**src/rtl/rgen_host_arbiter.sv**
```systemverilog
// rgen_host_arbiter: round-robin arbiter of host command ports onto one register-block port, with timeout and abort
module rgen_host_arbiter #(
    parameter int REQUESTERS     = 2,
    parameter int DATA_WIDTH     = 32,
    parameter int ADDRESS_WIDTH  = 8,
    parameter int TIMEOUT_CYCLES = 16,
    localparam int GW = (REQUESTERS > 1) ? $clog2(REQUESTERS) : 1
) (
    input  logic                                clk,
    input  logic                                rst,
    input  logic [REQUESTERS-1:0]               i_command_valid,
    input  logic [REQUESTERS-1:0]               i_write,
    input  logic [REQUESTERS-1:0]               i_read,
    input  logic [REQUESTERS*ADDRESS_WIDTH-1:0] i_address,
    input  logic [REQUESTERS*DATA_WIDTH-1:0]    i_write_data,
    input  logic [REQUESTERS*DATA_WIDTH-1:0]    i_write_mask,
    output logic [REQUESTERS-1:0]               o_response_ready,
    output logic [DATA_WIDTH-1:0]               o_read_data,
    output logic [1:0]                          o_status,
    output logic                                o_command_valid,
    output logic                                o_write,
    output logic                                o_read,
    output logic [ADDRESS_WIDTH-1:0]            o_address,
    output logic [DATA_WIDTH-1:0]               o_write_data,
    output logic [DATA_WIDTH-1:0]               o_write_mask,
    input  logic                                i_response_ready,
    input  logic [DATA_WIDTH-1:0]               i_read_data,
    input  logic [1:0]                          i_status,
    output logic [GW-1:0]                       o_grant,
    output logic                                o_busy
);
    typedef enum logic {IDLE, BUSY} state_t;
    state_t state, next_state;
    logic [GW-1:0] grant, last_grant, pick;
    logic [7:0] count;
    logic hit, busy, abort, resp, tout;
    logic [ADDRESS_WIDTH-1:0] addr_a [REQUESTERS];
    logic [DATA_WIDTH-1:0] wdata_a [REQUESTERS];
    logic [DATA_WIDTH-1:0] wmask_a [REQUESTERS];

    // unpack per-requester command fields so the grantee can be selected by index
    always_comb begin
        for (int j = 0; j < REQUESTERS; j++) begin
            addr_a[j]  = i_address[j*ADDRESS_WIDTH +: ADDRESS_WIDTH];
            wdata_a[j] = i_write_data[j*DATA_WIDTH +: DATA_WIDTH];
            wmask_a[j] = i_write_mask[j*DATA_WIDTH +: DATA_WIDTH];
        end
    end

    // round-robin pick: first requester above last_grant, else first from 0 upward
    always_comb begin
        hit  = 1'b0;
        pick = '0;
        for (int j = 0; j < REQUESTERS; j++)
            if (!hit && j > int'(last_grant) && i_command_valid[j]) begin
                hit  = 1'b1;
                pick = GW'(j);
            end
        for (int j = 0; j < REQUESTERS; j++)
            if (!hit && j <= int'(last_grant) && i_command_valid[j]) begin
                hit  = 1'b1;
                pick = GW'(j);
            end
    end

    // BUSY terminations: abort beats response, a real response beats the timeout
    always_comb begin
        busy  = state == BUSY;
        abort = busy && !i_command_valid[grant];
        resp  = busy && i_command_valid[grant] && i_response_ready;
        tout  = busy && i_command_valid[grant] && !i_response_ready && count == 8'(TIMEOUT_CYCLES - 1);
    end

    // state register plus grant bookkeeping and saturating BUSY cycle counter
    always_ff @(posedge clk) begin
        if (rst) begin
            state      <= IDLE;
            count      <= '0;
            grant      <= '0;
            last_grant <= GW'(REQUESTERS - 1);
        end else begin
            state <= next_state;
            if (!busy && hit) begin
                grant <= pick;
                count <= '0;
            end else if (busy && count != 8'hff) begin
                count <= count + 8'd1;
            end
            if (abort || resp || tout)
                last_grant <= grant;
        end
    end

    // next-state: grant from IDLE on any request, leave BUSY on abort/response/timeout
    always_comb begin
        next_state = busy ? ((abort || resp || tout) ? IDLE : BUSY) : (hit ? BUSY : IDLE);
    end

    // outputs: command mux of the grantee in BUSY, response strobe and shared response bus
    always_comb begin
        o_busy           = busy;
        o_grant          = grant;
        o_command_valid  = busy && i_command_valid[grant];
        o_write          = busy && i_write[grant];
        o_read           = busy && i_read[grant];
        o_address        = busy ? addr_a[grant] : '0;
        o_write_data     = busy ? wdata_a[grant] : '0;
        o_write_mask     = busy ? wmask_a[grant] : '0;
        o_response_ready = (resp || tout) ? {{(REQUESTERS-1){1'b0}}, 1'b1} << grant : '0;
        o_read_data      = resp ? i_read_data : '0;
        o_status         = resp ? i_status : (tout ? 2'b11 : 2'b00);
    end
endmodule

```
**config.mk**
```make
export PLATFORM = sky130hd
export DESIGN_NAME = rgen_host_arbiter
export DESIGN_NICKNAME = d
export VERILOG_FILES = /design/src/rtl/rgen_host_arbiter.sv
export SDC_FILE = /design/constraint.sdc
export NUM_CORES = 1
export LEC_CHECK = 0
export ABC_AREA = 1
export BUFFER_PORTS_ARGS = -buffer_cell sky130_fd_sc_hd__buf_2
export CAP_MARGIN = 20
export CORE_AREA = 2 2 117 119
export CTS_CLUSTER_SIZE = 30
export DETAILED_ROUTE_END_ITERATION = 8
export DIE_AREA = 0 0 119 121
export GPL_TIMING_DRIVEN = 0
export HOLD_SLACK_MARGIN = 0.15
export SYNTH_ARGS = -nofsm -noshare
export SYNTH_HDL_FRONTEND = slang
export SYNTH_SLANG_ARGS = --single-unit
export TNS_END_PERCENT = 10
```
**constraint.sdc**
```tcl
create_clock -name clk -period 1.7 [get_ports clk]
set_input_delay 0 -clock clk [delete_from_list [all_inputs] [get_ports clk]]
set_output_delay 0 -clock clk [all_outputs]
set_load 0.01 [all_outputs]
```
==> impl_results.md <==
- Top post-synthesis cells by count: sky130_fd_sc_hd__nor2_1, sky130_fd_sc_hd__o21ai_0, sky130_fd_sc_hd__inv_1
- Adder and majority cell fraction of the synthesized area: 0.552%
- Worst clock skew on the final layout: 0.00211 ns
- Dominant synthesized flop cell: sky130_fd_sc_hd__dfxtp_1
- Worst setup path endpoint: o_write_data[23]
- Critical Path End Type: output port
- Largest net degree at the start of global routing: 11
- Distinct cells, synth: 23
- Synth Area in Simple Gates: 54.2%
- Post-synthesis average cell area: 5.33 um^2
- Post-synthesis register bit count: 11
- Iteration-0 DRC count of the detailed router: 149
- Router iterations before antenna repair: 4
- Count of clock tree sinks: 11
- Total detailed-routing wirelength: 10.4 mm
- Io pins: 300
- Compound-gate portion of the synthesized area: 19.3%
- Top-count cell post-synth: sky130_fd_sc_hd__nor2_1
- Main combinational cell family by area after synthesis: simple AND/OR/NAND/NOR gates
- Post-detailed-placement half-perimeter wirelength: 8.81 mm
- Peak per-stage delay on the critical path: 0.37 ns
- Hold Path Class: input port to register
- Cell area after synthesis: 2260 um^2
- PD cells: 411 nW/um^2
- Seq. cell area: 224 um^2
- Measured slew at the worst slew-check pin: 0.502 ns
- Post-detailed-route count of antenna-violating nets: 0
- Headroom to the max-slew limit: 66.5%
- Nets: 919
- Cells traversed along the worst timing path: inv_2 -> buf_4 -> clkbuf_4 -> nor2_1 -> nor2_1 -> buf_2
- Class of the most critical setup path: register to output port
- Unrepaired setup endpoints after global routing: no
- Endpoint of the worst register-to-register path: count[2]
- Worst-case clock buffer depth: 2
- Critical path arrival: 1.63 ns
- Number of hold-slack violations in the final timing report: 0
- Post-layout instance count excluding filler cells: 906
- Synth Area in XOR/XNOR: 0.387%
- Mean number of vias per cell: 4.06
- Post-synth top area share: 28.2%
- Peak supply drop: 315 uV
- X dimension of the die: 119 um
- Initial antenna violation count: 0
- Syn-to-layout area delta: 81.3%
- Maximum level of the CTS H-tree: 1
- Std cell rows: 42
- Die Y: 121 um
- Cell with the largest stage delay on the worst path: sky130_fd_sc_hd__dfxtp_4
- Count of filler cells inserted in the layout: 1510
- Vias after detailed routing: 3680
- Category of the worst setup path launch point: register
- Number of antenna repair diodes: 0
- Required time at the endpoint of the critical path: 1.70 ns
- Beginning of the critical path: o_grant
- Number of buffers added by the clock tree synthesis step: 3
- Final sum of negative setup slack: 0 ns
- Status: completed
- Cell count after placement: 899
- Post-CTS clock slew at the launch and capture registers of the worst setup and hold paths: 0.04 ns
- Clock Tree Root: sky130_fd_sc_hd__clkbuf_16
- Final max-slew violation count: 0
- Stages on worst setup path: 6
- First-pass GRT wire length: 15.9 mm
- Timing-limited maximum frequency: 615 MHz
- Share of synthesized area occupied by flip-flops and latches: 9.72%
- Multi-input gate area in the final layout: 1690 um^2
- Via count of the first global-routing pass: 3236
- Starting density of the core: 17.3%
- Reg-to-reg slack, setup: 0.20 ns
- Cell taking the most area after synthesis: sky130_fd_sc_hd__nor2_1
- Category of cells accounting for the largest share of critical-path delay: buffers and inverters
- Multiplexer share of the synthesized area: 0%
- Fraction of registers with async set/reset: 0%
- Drc violations: 0
- Total GRT Usage: 13.6%
- R2R Path Start: count[0]
- Per-cell routed wire length: 11.5 um
- Period utilization: 95.6%
- Count of yosys warnings during synthesis: 0
- Number of synthesized flops with an enable pin: 0
- Largest cells by area after synthesis: sky130_fd_sc_hd__nor2_1, sky130_fd_sc_hd__o21ai_0, sky130_fd_sc_hd__nor2_4
- Gate count of the mapped netlist: 425
- Total core area: 13100 um^2
- Post-Synthesis Net Count: 613
- Layout cell share with drive strength beyond 1: 49.2%
- Crit path buffers/inverters: 4
- Count of endpoints failing setup in the final report: 0
- Largest fanout on the critical path: 10
- Worst Reg-to-Reg Cells: 8
- Post-CTS setup buffer count: 0
- Gpl congestion: 0.815
- TritonCTS clock tree: built
- Min Clock Period, post-route: 1.63 ns
- Congestion Overflow GR: 0
- CP dominant cell by count: sky130_fd_sc_hd__nor2_1
- Clock latency at the later pin of the worst-skew pair: 0.24 ns
- # Max-Cap Violations: 0
- Overall die area: 14400 um^2
- Buffers on Ports: 298
- Static leakage: 2.47 nW
[kinds of logic (layout without fill, tap and decap cells)]
family / after synthesis / count (layout)
compound gates: 87 / 87
xor+xnor: 1 / 1
buf+inv: 77 / 382
simple gates: 248 / 248
flops: 11 / 11
fa+ha+maj: 1 / 1
[metal layers]
metal	share of wire (%)	global-route usage [%]
met3	8.8	3.20
met2	49	24.7
met1	41	16.8
met5	0	0
met4	0.64	1.26
[stage by stage]
step                power [mW]  area (um^2)  utilization (%)  hold slack, ns  setup slack (ns)
floorplan                0.780         2260                -          0.0871             0.339
global placement          1.25         3980             30.4           0.279            0.0847
detailed placement        1.25         3980             30.4           0.291            0.0474
CTS                       1.72         4090             31.3           0.268            0.0315
global route              1.83         4110             31.4           0.318            0.0152
finish                    1.69         4110             31.4           0.273            0.0745
[power by group]
part | switching [mW] | internal, mW
registers | 0.00965 | 0.268
clock network | 0.123 | 0.312
logic | 0.554 | 0.421
[worst min-delay path, stage by stage]
cell and delay, ns:
sky130_fd_sc_hd__clkbuf_2 0.23, sky130_fd_sc_hd__nor2_1 0.08, sky130_fd_sc_hd__nand2_1 0.09, sky130_fd_sc_hd__a21oi_1 0.06
[layout by cell type (no fill, tap or decap), drive strengths merged, types with 2 or more instances in the layout]
cell / n
nor2: 202
o21ai: 79
nand2: 29
a21oi: 7
dlygate4sd3: 3
inv: 47
buf: 309
dfxtp: 11
clkbuf: 22
nor3: 2
nand3: 15
[final cells by class]
| type | count | share of cell area (%) |
|---|---|---|
| buffer | 30 | 4.72 |
| clock buffer | 3 | 1.83 |
| clock inverter | 1 | 0.122 |
| inverter | 47 | 4.30 |
| multi-input combinational | 337 | 41.1 |
| sequential | 11 | 5.46 |
| tap | 176 | 5.36 |
| timing repair buffer | 301 | 37.1 |
[worst min path at each step]
stage / start / endpoint / slack, ns / depth (start not counted)
final: i_response_ready / o_busy / 0.27 / 4
after global routing: i_read_data[0] / o_read_data[0] / 0.32 / 4
after CTS: i_response_ready / o_busy / 0.27 / 4
after detailed placement: i_read_data[0] / o_read_data[0] / 0.29 / 4
after global placement: rst / last_grant / 0.28 / 3
after floorplan: i_read_data[0] / o_read_data[0] / 0.09 / 2
[sequential cells by signal, summed over array words and instances, names as in the netlist]
signal	flops
count	8
last_grant	1
o_busy	1
o_grant	1
[timing repair]
action / in CTS / in global routing
hold endpoints to repair: 3 / 0
gates resized for setup: 3 / 7
hold buffers: 3 / 0
setup endpoints to repair: 56 / 27
Power figures use the tool's default switching activity.
